===== config.mk =====
export PLATFORM = sky130hd
export DESIGN_NAME = regfile_sb
export DESIGN_NICKNAME = d
export VERILOG_FILES = /design/src/rtl/regfile_sb.sv
export SDC_FILE = /design/constraint.sdc
export NUM_CORES = 2
export LEC_CHECK = 0
export CAP_MARGIN = 0
export CORE_MARGIN = 2
export CORE_UTILIZATION = 50
export CTS_BUF_LIST = sky130_fd_sc_hd__clkbuf_4 sky130_fd_sc_hd__clkbuf_8
export CTS_CLUSTER_DIAMETER = 30
export DETAILED_ROUTE_END_ITERATION = 7
export GPL_ROUTABILITY_DRIVEN = 0
export PLACE_DENSITY_LB_ADDON = 0.1
export SYNTH_ARGS = -nofsm -noshare
export SYNTH_HDL_FRONTEND = slang
export SYNTH_SLANG_ARGS = --single-unit

===== constraint.sdc =====
create_clock -name clk -period 31.8 [get_ports clk]
set_input_delay 3.18 -clock clk [delete_from_list [all_inputs] [get_ports clk]]
set_output_delay 3.18 -clock clk [all_outputs]
set_load 0.02 [all_outputs]

===== src/rtl/regfile_sb.sv =====
// regfile_sb: NREG x XLEN register file with write bypass, optional zero register and busy scoreboard
module regfile_sb #(
  parameter int XLEN = 32,
  parameter int NREG = 32,
  parameter int AW = 5,
  parameter int ZERO_REG = 1
) (
  input  logic            clk,
  input  logic            rst,
  input  logic [AW-1:0]   raddr1,
  input  logic [AW-1:0]   raddr2,
  input  logic            ren1,
  input  logic            ren2,
  output logic [XLEN-1:0] rdata1,
  output logic [XLEN-1:0] rdata2,
  input  logic            we,
  input  logic [AW-1:0]   waddr,
  input  logic [XLEN-1:0] wdata,
  input  logic            iss_en,
  input  logic [AW-1:0]   iss_addr,
  output logic            hazard,
  output logic [AW:0]     busy_cnt
);
  logic [XLEN-1:0] mem [NREG];
  logic [NREG-1:0] busy;
  logic wv, iv, inc, dec;
  function automatic logic ok(input logic [AW-1:0] a);
    return (int'(a) < NREG) && !(ZERO_REG != 0 && a == '0);
  endfunction
  // set wins over clear on the same address, so that case never decrements
  always_comb begin
    wv = we && ok(waddr);
    iv = iss_en && ok(iss_addr);
    inc = iv && !busy[iss_addr];
    dec = wv && busy[waddr] && !(iv && iss_addr == waddr);
  end
  always_comb begin
    rdata1 = !ok(raddr1) ? '0 : (we && waddr == raddr1) ? wdata : mem[raddr1];
    rdata2 = !ok(raddr2) ? '0 : (we && waddr == raddr2) ? wdata : mem[raddr2];
    hazard = (ren1 && ok(raddr1) && busy[raddr1] && !(we && waddr == raddr1)) ||
             (ren2 && ok(raddr2) && busy[raddr2] && !(we && waddr == raddr2));
  end
  always_ff @(posedge clk or posedge rst)
    if (rst) begin
      mem <= '{default: '0};
      busy <= '0;
      busy_cnt <= '0;
    end else begin
      if (wv) begin
        mem[waddr] <= wdata;
        busy[waddr] <= 1'b0;
      end
      if (iv) busy[iss_addr] <= 1'b1;
      busy_cnt <= busy_cnt + (AW+1)'(inc) - (AW+1)'(dec);
    end
endmodule


# Word level (Yosys, flattened, before mapping)
# Cells that the tools add are included.
[word_totals]
ff_bits = 1062
word_cells = 112
in_bits = 58
output_inout_bits = 71
[classes]
bitwise = 6
n_reduce_logical = 30
n_eq_ne = 3
n_mux = 27
add_sub_neg = 2
magnitude_cmp = 10
[ops]
columns = ["cell", "n"]
rows = [
  ["$bwmux 1024", 1],
  ["$mux 32", 11],
  ["$bmux 32 s5", 2],
  ["$demux 32 s5", 1],
  ["$and 32x32->32", 1],
  ["$not 32->32", 1],
  ["$or 32x32->32", 1],
  ["$lt 5x6->1 const B", 4],
  ["$bmux 1 s5", 4],
  ["$logic_not 5->1", 4],
  ["$ge 6x6->1 const B", 3],
  ["$not 5->6", 3],
  ["$logic_and 1x1->1", 17],
  ["$eq 5x5->1", 3],
  ["$demux 1 s5", 2],
  ["$ge 5x1->1 const B", 2],
  ["$logic_not 1->1", 8],
  ["$add 6x1->6", 1],
  ["$lt 6x1->1 const B", 1],
  ["$mux 1", 6],
  ["$sub 6x1->6", 1],
  ["$logic_or 1x1->1", 1],
]

# Logic depth before layout (Yosys ltp)
[logic_depth]
word_depth = 9
ltp_mapped = 15
ltp_nobuf = 13

# Worst setup path before layout
# OpenSTA, ideal clock, no wires.
[synth_timing]
path_kind = "input to output"
startpoint = "input raddr1[1]"
endpoint = "output rdata1[12]"
required_ns = 28.620
setup_slack_ns = 23.431
cell_stages = 7
arrival_time_ns = 5.189
path_buffers = 3
path_cell_list = "buf_2 buf_2 clkbuf_1 mux4_2 mux4_2 nor2b_1 a221o_1"
[synth_between]
elab_chain_len = 6
word_cells_on_any_way = 9
classes_between = "eq/ne (1); mux (5); bitwise (1); reduce/logical (2)"
[synth_rtl]
columns = ["element", "line", "rtl"]
rows = [
  ["from (decl)", "10", "input logic [AW-1:0] raddr1,"],
  ["$not 5->6 (not written as such)", "38", "rdata1 = !ok(raddr1) ? '0 : (we && waddr == raddr1) ? wdata : mem[raddr1];"],
  ["$bmux 32 s5", "38", ""],
  ["$mux 32 (not written as such) (2 in series)", "38", ""],
  ["$mux 32", "38", ""],
  ["$mux 32 (*)", "38", ""],
  ["to (decl)", "14", "output logic [XLEN-1:0] rdata1,"],
]
# Every way passes the cells marked *; elsewhere a longest branch is shown, timed or not. The select of a mux whose other input is x is not followed.

# Worst setup path in the final report
[layout_timing]
startpoint = "input raddr2[0]"
endpoint = "output rdata2[23]"
[layout_between]
elab_chain_len = 6
word_cells_on_any_way = 9
classes_between = "eq/ne (1); mux (5); bitwise (1); reduce/logical (2)"
[layout_rtl]
columns = ["element", "line", "rtl"]
rows = [
  ["from (decl)", "11", "input logic [AW-1:0] raddr2,"],
  ["$not 5->6 (not written as such)", "39", "rdata2 = !ok(raddr2) ? '0 : (we && waddr == raddr2) ? wdata : mem[raddr2];"],
  ["$bmux 32 s5", "39", ""],
  ["$mux 32 (not written as such) (2 in series)", "39", ""],
  ["$mux 32", "39", ""],
  ["$mux 32 (*)", "39", ""],
  ["to (decl)", "15", "output logic [XLEN-1:0] rdata2,"],
]
# Marks and branches as above.

==> reports/metrics.yaml <==
status:
  run_status: "completed"
worst_setup_path:
  required_ns: 28.62
  critPathLaunchType: "input port"
  startpoint: "raddr2[0]"
  cp-end-kind: "output pin"
  reg2reg_from: "busy[10]"
  crit_slowest_cell: "buf_4"
  crit_type: "in -> out"
  path_cells: "buf_8, buf_4, buf_4, buf_4, mux4_2, mux4_2, nor2b_1, o211ai_1, a21oi_1, clkdlybuf4s50_1"
  critical_path.top_delay_family: "buffers and inverters"
  crit_fanout: 60
  cpPeakStageDelay_ns: 0.88
  cp_num_cells: 10
  critPathArrivalTime_ns: 8.50
  endpoint: "rdata2[23]"
  path_common_cell: "buf_4"
  reg2regPathDepth: 12
  reg2reg_to: "busy_cnt[4]"
  r2r_setup_slack_ns: 28.51
  crit_buf_inv: 5
drt:
  ant_nets: 0
  drt_drc_violations_left: 0
  viasPerCell: 6.73
  wl_mm: 184
  avgRoutedWirePerCell_microns: 33.4
  vias: 37001
  drt_iter0_drc: 3278
  drtPass1Iterations: 5
hold_path:
  min-delay-start: "mem[992]"
  hp-class: "reg -> reg"
power:
  swShare_pct: 26.8
  irDropWorstVdd_uv: 42.4
  p_clk_share_pct: 41.3
  power_w: 0.00467
  pwr-share-seq_pct: 38.9
  pwr_density_cell_nw_per_um2: 70.5
  pwr-share-comb_pct: 19.9
  p_int_w: 0.00342
  p_sw_w: 0.00125
  p_leak_nw: 28.4
placed_design:
  placed_area_sq_um: 60000
  port_buffers: 128
  dp_hpwl_mm: 100
cells_and_area:
  utilization_pct: 57.8
  nets: 3856
  syn_to_final_growth_pct: 14.6
  drive_gt1_share_pct: 55.5
  stdcell_area_sq_um: 66200
sta:
  fmax_ghz: 0.0856
  post-route-period-util_pct: 36.7
  maxSlewViolCount: 0
  tightest_slew_ns: 1.38
  whs_ns: 0.390
  fin_setup_tns_ns: 0
  setup_violations: 0
  slew_headroom_pct: 7.97
  skew_ns: 0.0397
  finalCriticalPeriod_ns: 11.68
  grt_setup_unrepaired: "no"
  hold_viol: 0
logic_synthesis:
  synth_cells: 3720
  synth_area_per_cell_sq_um: 15.5
  synth_async_sr_flop_share_pct: 100
  synth_edf_count: 0
  syn_nets: 3785
  yosysWarnings: 0
  ys.flop_type: "dfrtp_1"
  synth-seq-area-share_pct: 46.0
  ys_seq_elements: 1062
  syn_area_sq_um: 57800
  synth_cell_types: 52
die:
  fp.dieW_microns: 344
  ios: 129
  initial_utilization_pct: 50.5
  die_area_sq_um: 118000
  chipHeight_microns: 344
  row_count: 124
  core-area_sq_um: 115000
cts:
  cts_buffer_depth: 4
  cts-buffers-inserted: 279
  cts_resized: 0
  cts_tree: "built"
  hold_buffers: 0
  postCtsSetupRepairBufs: 0
  clk_pin_slew_ns: 0.04
  htreeDepth: 5
  clk_latency_ns: 0.95
  cts-root-buf: "clkbuf_8"
  cts_num_sinks: 1062
job:
  maxCapViolCount: 0
global_route:
  overflow: 0
  antenna_found_initial: 7
  grt_pass1_vias: 40191
  gr-usage-all-layers_pct: 31.8
  grt_max_degree: 185
  grt_pass1_wl_mm: 273
## sequential cells by signal (all words and copies together) (netlist names)
| register | cells |
|---|---|
| busy | 32 |
| busy_cnt | 6 |
| mem | 1024 |
## synthesized netlist by cell type, drive strengths merged, types with 2 or more instances
| cell | instances | area [sq um] |
|---|---|---|
| o31ai | 2 | 15.0 |
| xnor2 | 11 | 96.3 |
| o22ai | 15 | 93.8 |
| and3 | 6 | 37.5 |
| nand4b | 3 | 26.3 |
| nor3b | 5 | 37.5 |
| a22o | 16 | 140 |
| inv | 21 | 78.8 |
| mux2 | 992 | 11200 |
| a211oi | 59 | 443 |
| o311ai | 2 | 25.0 |
| mux4 | 602 | 13600 |
| a32o | 8 | 80.1 |
| nor4 | 2 | 18.8 |
| o21ai | 28 | 140 |
| nand2 | 50 | 188 |
| nor3 | 14 | 70.1 |
| xor2 | 9 | 78.8 |
| a221oi | 4 | 35.0 |
| nand2b | 9 | 56.3 |
| clkbuf | 217 | 815 |
| o211ai | 5 | 37.5 |
| buf | 217 | 1190 |
| dfrtp | 1062 | 26600 |
| nand4 | 8 | 50.1 |
| nand3 | 19 | 95.1 |
| a22oi | 5 | 37.5 |
| mux2i | 130 | 1300 |
| nor2b | 60 | 375 |
| ha | 6 | 75.1 |
| and2 | 6 | 37.5 |
| a21oi | 35 | 175 |
| a221o | 40 | 400 |
| nor2 | 38 | 143 |
| nand3b | 4 | 30.0 |
## cells by family (layout without fill, tap and decap cells)
family,count (synthesis),after routing,synth area share [%]
other cells,0,4,0
buf+inv,455,719,3.61
xor+xnor,20,20,0.303
flops,1062,1062,46.0
mux,1724,1724,45.0
compound gates,225,225,2.89
fa+ha+maj,7,7,0.164
simple gates,227,227,2.05
## routing by layer
layer / track usage (%) / vias up / wire length (microns)
met1: 42.4 / 20207 / 74700
li1: - / 14710 / -
met5: 0 / - / 30
met3: 7.42 / 462 / 13800
met4: 13.6 / 4 / 7420
met2: 50.2 / 1618 / 88000
## cell type report
cell class                 count  area [sq um]
antenna                        4          10.0
fill                        8950         48300
inverter                      21          82.6
multi-input combinational   2203         29400
clock inverter               103          1360
clock buffer                 371          4850
tap                         1512          1890
sequential                  1062         26600
timing repair buffer         224          2070
## worst min path at each step
stage	to	slack (ns)	cells after the start
after global routing	mem[1012]	0.41	0
after global placement	mem[992]	0.38	0
final	mem[992]	0.39	0
after detailed placement	mem[1010]	0.38	0
after CTS	mem[1010]	0.40	0
after floorplan	mem[1000]	0.44	1
## cell usage in the layout (no fill, tap or decap), drive strengths merged, types with 8 or more instances in the layout
master	n
a211oi	59
a21oi	35
a221o	40
a22o	16
a32o	8
buf	105
bufinv	31
clkbuf	371
clkdlybuf4s50	119
clkinv	47
clkinvlp	24
dfrtp	1062
inv	22
mux2	992
mux2i	130
mux4	602
nand2	50
nand2b	9
nand3	19
nand4	8
nor2	38
nor2b	60
nor3	14
o21ai	28
o22ai	15
xnor2	11
xor2	9
## power by group through the flow
stage / Sequential (W) / Clock [W] / Combinational, W
final: 0.00181 / 0.00193 / 0.000928
after CTS: 0.00181 / 0.00195 / 0.000932
after floorplan: 0.00177 / 0 / 0.000720
after global placement: 0.00180 / 0 / 0.000901
after detailed placement: 0.00183 / 0 / 0.000926
after global routing: 0.00185 / 0.00203 / 0.000990
## metrics by stage
step	worst slack (ns)	cells
final	20.12	5500
after global routing	19.72	5499
after CTS	20.04	5496
after detailed placement	20.05	5022
after global placement	20.11	5022
after floorplan	13.97	3720
Note: power is estimated with default switching activity, not from simulation.
